**src/rtl/bram_stream_reader.sv**
```systemverilog
// bram_stream_reader: streams len words from a sync-read RAM starting at base through a 2-entry buffer; BRAM_READER_WRAP_EN enables modulo-MEM_SIZE address wrap
module bram_stream_reader #(
  parameter int DWIDTH   = 16,
  parameter int AWIDTH   = 12,
  parameter int MEM_SIZE = 3840
) (
  input  logic              clk,
  input  logic              rst,
  input  logic              start_i,
  input  logic [AWIDTH-1:0] base_i,
  input  logic [AWIDTH:0]   len_i,
  output logic              busy_o,
  output logic              done_o,
  output logic              err_o,
  output logic [AWIDTH-1:0] addr_o,
  output logic              ce_o,
  output logic              we_o,
  input  logic [DWIDTH-1:0] q_i,
  output logic              m_valid_o,
  output logic [DWIDTH-1:0] m_data_o,
  input  logic              m_ready_i
);
  localparam int LW = AWIDTH + 2;
  localparam logic [LW-1:0] MS = LW'(MEM_SIZE);
  typedef enum logic [1:0] {IDLE, RUN, FLUSH} state_t;
  state_t state_q, state_d;
  logic [AWIDTH-1:0] addr_q, addr_d, nxt_addr;
  logic [AWIDTH:0] rem_q, rem_d, del_q, del_d;
  logic inflight_q, inflight_d, done_q, done_d, err_q, err_d;
  logic wr_q, wr_d, rd_q, rd_d;
  logic [1:0] count_q, count_d;
  logic [DWIDTH-1:0] mem_q [2];
  logic [DWIDTH-1:0] mem_d [2];
  logic pop, ce, bad;
  // command decode, read issue throttled by buffer occupancy, return capture and delivery count
  always_comb begin
    pop = count_q != 2'd0 && m_ready_i;
    ce = state_q == RUN && (3'(count_q) + 3'(inflight_q) - 3'(pop)) < 3'd2;
`ifdef BRAM_READER_WRAP_EN
    bad = LW'(base_i) >= MS || LW'(len_i) > MS;
    nxt_addr = addr_q == AWIDTH'(MEM_SIZE - 1) ? '0 : addr_q + AWIDTH'(1);
`else
    bad = LW'(base_i) >= MS || LW'(len_i) > MS || LW'(base_i) + LW'(len_i) > MS;
    nxt_addr = addr_q + AWIDTH'(1);
`endif
    state_d = state_q;
    addr_d = addr_q;
    rem_d = rem_q;
    del_d = del_q;
    done_d = 1'b0;
    err_d = 1'b0;
    wr_d = wr_q;
    rd_d = rd_q;
    mem_d = mem_q;
    inflight_d = ce;
    count_d = 2'(3'(count_q) + 3'(inflight_q) - 3'(pop));
    if (state_q == IDLE && start_i) begin
      err_d = bad;
      done_d = !bad && len_i == '0;
      if (!bad && len_i != '0) begin
        state_d = RUN;
        addr_d = base_i;
        rem_d = len_i;
        del_d = len_i;
      end
    end
    if (ce) begin
      addr_d = nxt_addr;
      rem_d = rem_q - (AWIDTH+1)'(1);
      state_d = rem_q == (AWIDTH+1)'(1) ? FLUSH : RUN;
    end
    if (inflight_q) begin
      mem_d[wr_q] = q_i;
      wr_d = ~wr_q;
    end
    if (pop) begin
      rd_d = ~rd_q;
      del_d = del_q - (AWIDTH+1)'(1);
      if (del_q == (AWIDTH+1)'(1)) begin
        state_d = IDLE;
        done_d = 1'b1;
      end
    end
  end
  // state register; reset flushes buffer and drops any pending RAM return
  always_ff @(posedge clk) begin
    if (rst) begin
      state_q <= IDLE;
      addr_q <= '0;
      rem_q <= '0;
      del_q <= '0;
      inflight_q <= 1'b0;
      done_q <= 1'b0;
      err_q <= 1'b0;
      wr_q <= 1'b0;
      rd_q <= 1'b0;
      count_q <= 2'd0;
      mem_q[0] <= '0;
      mem_q[1] <= '0;
    end else begin
      state_q <= state_d;
      addr_q <= addr_d;
      rem_q <= rem_d;
      del_q <= del_d;
      inflight_q <= inflight_d;
      done_q <= done_d;
      err_q <= err_d;
      wr_q <= wr_d;
      rd_q <= rd_d;
      count_q <= count_d;
      mem_q <= mem_d;
    end
  end
  // a return arriving while both entries are held and none leaves would be lost
  always_ff @(posedge clk) begin
    if (!rst) assert (!(inflight_q && !pop && count_q == 2'd2));
  end
  assign busy_o = state_q != IDLE;
  assign done_o = done_q;
  assign err_o = err_q;
  assign addr_o = addr_q;
  assign ce_o = ce;
  assign we_o = 1'b0;
  assign m_valid_o = count_q != 2'd0;
  assign m_data_o = mem_q[rd_q];
endmodule

```
**config.mk**
```make
export PLATFORM = sky130hd
export DESIGN_NAME = bram_stream_reader
export DESIGN_NICKNAME = d
export VERILOG_FILES = /design/src/rtl/bram_stream_reader.sv
export SDC_FILE = /design/constraint.sdc
export NUM_CORES = 1
export LEC_CHECK = 0
export ABC_AREA = 1
export BUFFER_PORTS_ARGS = -buffer_cell sky130_fd_sc_hd__buf_2
export CAP_MARGIN = 20
export CORE_ASPECT_RATIO = 0.7
export CORE_MARGIN = 2
export CORE_UTILIZATION = 45
export DETAILED_ROUTE_END_ITERATION = 7
export GPL_TIMING_DRIVEN = 0
export HOLD_SLACK_MARGIN = 0.02
export PLACE_DENSITY = 0.68
export REMOVE_ABC_BUFFERS = 1
export SYNTH_ARGS = -nofsm -noshare
export SYNTH_HDL_FRONTEND = slang
export SYNTH_SLANG_ARGS = --single-unit
```
**constraint.sdc**
```tcl
create_clock -name clk -period 10.25 [get_ports clk]
set_input_delay 0.5125 -clock clk [delete_from_list [all_inputs] [get_ports clk]]
set_output_delay 0.5125 -clock clk [all_outputs]
set_load 0.05 [all_outputs]
```
# After elaboration in Yosys (flattened, before gate mapping)

Index checks and enable logic that the tools add are counted.

Bits in read-only memories: 0
Input port bits: 45
RAM bits: 0
Bits in latches: 0
Memories kept: 0
Output and inout bits: 34
Logic and storage cells: 76
Register bits: 79

Eq/ne operators: 3
Bitwise operators: 5
Magnitude comparators: 7
Reductions and logical operators: 21
Shift operators: 0
Multipliers: 0
$add $sub $neg: 6
Mux-type cells: 22
Divide/modulo/power cells: 0

Operator list:

| operator                                                        | number |
|---|---|
| 2-to-1 mux 16 bit                                               | 4 |
| 2-to-1 mux 13 bit                                               | 4 |
| 2-to-1 mux 12 bit                                               | 3 |
| bitwise mux 32 bit                                              | 1 |
| == test 13 x 1 -> 1 bit, second input constant                  | 2 |
| subtractor 13 x 1 -> 13 bit, second input constant              | 2 |
| demux 16 bit (select 1 bit)                                     | 1 |
| adder 12 x 13 -> 14 bit                                         | 1 |
| greater-than comparator 14 x 12 -> 1 bit, second input constant | 1 |
| greater-than comparator 13 x 12 -> 1 bit, second input constant | 1 |
| zero test 13 bit                                                | 1 |
| nonzero test 13 bit                                             | 1 |
| adder 12 x 1 -> 12 bit, second input constant                   | 1 |
| >= comparator 12 bit, second input constant                     | 1 |
| 2-to-1 mux 2 bit                                                | 6 |
| nonzero test 2 bit                                              | 6 |
| logical AND 1 bit                                               | 6 |
| >= comparator 2 bit, second input constant                      | 2 |
| NOT 1 -> 2 bit                                                  | 2 |
| AND reduction 2 bit                                             | 2 |
| adder 2 x 1 -> 3 bit                                            | 1 |
| < comparator 3 x 2 -> 1 bit, second input constant              | 1 |
| 2-to-1 mux 1 bit                                                | 3 |
| NOT 1 bit                                                       | 3 |
| 7 further kinds                                                 | 8 |

# Depth between registers and ports, before layout

Depth in word-level cells: 10
Depth in mapped cells: 19
Gate-level depth less buffers: 18

# Least setup slack after synthesis

Ideal clock, no wire load.

Kind: register -> output
Start: reg count_q[1]
End: out ce_o
Stages on the path, launching flop included: 15
Arrival time: 3.252 ns
Path slack: 6.486 ns
Path buffers: 2
Cell sequence: dfxtp_1 or2_2 nand2_1 inv_1 clkbuf_1 ha_1 inv_1 ha_1 inv_1 fa_1 nand2_1 nor2_1 nand2_1 clkinv_1 clkbuf_1

Longest elaborated chain between the ends: 5

Ends and longest elaborated chain:

| item                        | RTL line | text |
|---|---|---|
| start, declared             | 31       | `logic [1:0] count_q, count_d;` |
| start signal, assigned      | 110      | `count_q <= count_d;` |
| nonzero test 2 bit          | -        |  |
| net m_valid_o               | 19       | `output logic m_valid_o,` |
| logical AND 1 bit           | 37       | `pop = count_q != 2'd0 && m_ready_i;` |
| net pop                     | 34       | `logic pop, ce, bad;` |
| subtractor 3 x 1 -> 3 bit   | -        |  |
| < comparator 3 x 2 -> 1 bit | 38       | `ce = state_q == RUN && (3'(count_q) + 3'(inflight_q) - 3'(pop)) < 3'd2;` |
| logical AND 1 bit           | 38       |  |
| end, declared               | 16       | `output logic ce_o,` |

The timed path passes the listed nets, and every way through them passes these cells.

# Worst setup path in the final report

Start: reg count_q[1]
End: out ce_o

Longest elaborated chain between the ends: 5

Ends and longest elaborated chain:

| item                                                                         | RTL line |
|---|---|
| parallel branches: the longest is 2 deep, another holds adder 2 x 1 -> 3 bit | - |
| subtractor 3 x 1 -> 3 bit (*)                                                | - |
| < comparator 3 x 2 -> 1 bit (*)                                              | 38 |
| logical AND 1 bit (*)                                                        | 38 |

Every way passes the cells marked *.

==> qor.txt <==
Die Height: 93.8 um
Synth Area in Simple Gates: 0.384
layout cells sized above 1: 0.166
fin crit period: 5.49 ns
dpl ws: 5.14 ns
critical path startpoint category: flip-flop
largest net degree at the start of global routing: 53
Worst-Margin Slew: 1.06 ns
Worst EP required: 9.74 ns
Syn. warnings: 0
Post-CTS Resized: 0
worst vdd ir: 0.131 mV
clock root buffer: clkbuf_16
DR WL/cell: 12.8 um
Die Width: 132 um
Yosys cell types: 36
initial antenna violation count: 0
Max-Slew Margin vs Limit: 0.293
TritonCTS Sinks: 79
H-tree levels: 3
CP cell instances: or2_2 > nand2_1 > inv_1 > ha_1 > inv_1 > ha_1 > inv_1 > fa_1 > nand2_1 > nor2_1 > nand2_2 > buf_12 > clkinv_1 > buf_2
Nets: 939
diode count: 0
DRC Markers: 0
CTS tree: built
ANT nets after route: 0
final hold violation count: 0
Critical Path AT: 4.97 ns
Synth Area in Compound Gates: 0.136
Std-Cell Rows: 32
port bufs: 77
Layout area overhead: 13.9%
Post-synth ARST share: 0
First DRT Iteration DRCs: 368
clk slew on worst S/H paths: 0.06 ns
GRT Total Usage: 0.223
commonest non-fill, non-tap cell in the layout: nand2_1
Worst Skew: 0.00687 ns
status: finished, final reports clean
Primary FF master, synth: dfxtp_1
RSZ-0062 raised after global routing: no
CTS Buffer Depth: 2
final total power: 1.28 mW
vias in the first global route: 4,603
final slew viol count: 0
Post-Synth Adder-Cell Area: 0.0536
setup TNS: 0 ns
CP Buf/Inv Count: 6
multiplexer share of the synthesized area: 0
xor/xnor share of the synthesized area: 0.0220
commonest non-fill, non-tap cells in the layout: 194 x nand2_1, 160 x nor2_1, 81 x inv_1
Pre-antenna DRT Iters: 5
final setup vio count: 0
gate family responsible for the most delay along the worst path: buffers and inverters
vias per cell: 4.99
CP dominant cell by count: inv_1
Post-CTS Setup Inserts: 0
I/O pins: 79
GP Congestion: 0.895
Layout Cells excl Fill: 1,031
routed wire length: 13.2 mm
DP HPWL: 9.45 mm
critical path type: flip-flop to primary output
initial core utilization: 0.466
Skew-Pair Late Insertion Delay: 0.33 ns
Max Fclk: 182 MHz
Hold-fix buffers, CTS: 0
Worst Hold Class: input pin to flip-flop
final setup margin: 4.76 ns
Post-Syn Area: 5180 um^2
synthesized flop and latch total: 79
Gate Count Post-Synth: 815
placed cells: 1,015
via count: 5,140
EDFF count, synth: 0
first-pass GRT wire length: 22.6 mm
Lkg Pwr: 2.88 nW
worst-path fanout max: 47
Final Cycle Share: 0.535
Seq/Total Area, Yosys: 0.305
number of max-cap violations: 0
Worst setup EP type: primary output
Die Area: 12,400 um^2
CP peak stage delay: 0.77 ns
Num CTS Buffers: 9
fill count: 1,217
largest family of logic cells by synthesized area: simple AND/OR/NAND/NOR gates
Slowest cell on crit path: nand2_1
pwr/cell area: 217 nW/um^2
gr ovfl total: 0
Avg Inst Size Synth: 6.36 um^2
Core Region: 11,100 um^2
[synth_stat cells, drive strengths merged (7+ instances only)]
cell      n  share of area
a21oi    40          0.049
buf      10          0.019
clkbuf   21          0.015
dfxtp    79           0.31
ha       19          0.046
inv      87          0.063
nand2   199           0.15
nand3    61          0.076
nand3b    7          0.010
nand4    11          0.013
nor2    162           0.12
nor3     10         0.0097
o21ai    71          0.069
xor2      8          0.014
[power by group]
part	internal, mW	switching [mW]	total, mW	leakage, nW
Clock	0.189	0.131	0.320	0.145
Sequential	0.356	0.0524	0.408	0.642
Combinational	0.176	0.378	0.554	2.09
Total	0.720	0.562	1.28	2.88
[cells by family after synthesis]
logic type                 after synthesis
DFF                                     79
and+or+nand+nor                        457
adders and majority gates               21
other                                    1
buffers and inverters                  121
AOI/OAI and AO/OA                      123
xor gates and xnor gates                13
[state kept, by name (all words and copies together) (netlist names), 2 cells and up]
name	flops
mem_q	32
del_q	13
rem_q	13
addr_o	12
count_q	2
state_q	2
[worst paths after layout]
kind	startpoint	endpoint	slack, ns	cells after the start
setup / recovery	count_q[1]	ce_o	4.76	14
hold / removal	q_i[4]	mem_q[20]	0.42	3
setup reg to reg	count_q[1]	addr_o[6]	5.24	16
hold reg to reg	mem_q[0]	mem_q[0]	0.48	2
[routing by layer]
layer	part of all wire	global-route usage	wire length [um]	up-vias
li1	-	-	-	2712
met1	0.56	0.345	7330	2298
met2	0.39	0.325	5130	126
met3	0.052	0.0367	689	4
met4	0.0035	0.0394	46	0
met5	0	0	0	-
[through the flow]
stage                      util  area, um^2  hold slack, ns
after global placement    0.502        5580           0.462
after CTS                 0.530        5900           0.410
after detailed placement  0.504        5610           0.470
after floorplan               -        5010           0.455
final                     0.530        5900           0.416
after global routing      0.530        5900           0.421
[area by class of cell]
cell class                 count  area, um^2  area share
tap                          153         191      0.0324
timing repair buffer          78         405      0.0687
sequential                    79        1580       0.268
clock buffer                   9         225      0.0381
multi-input combinational    615        3090       0.523
clock inverter                 7        73.8      0.0125
inverter                      90         338      0.0572
[worst register-to-register path, stage by stage (launching register included)]
cell and delay, ns:
dfxtp_1 0.34, or2_2 0.31, nand2_1 0.77, inv_1 0.54, ha_1 0.44, inv_1 0.04
ha_1 0.17, inv_1 0.06, fa_1 0.43, nand2_1 0.07, nor2_1 0.04, nand2_2 0.22
buf_12 0.27, clkinv_1 0.53, or2_2 0.47, o21bai_1 0.14, nor2_1 0.06
No activity file was read; power rests on OpenSTA's default activity.
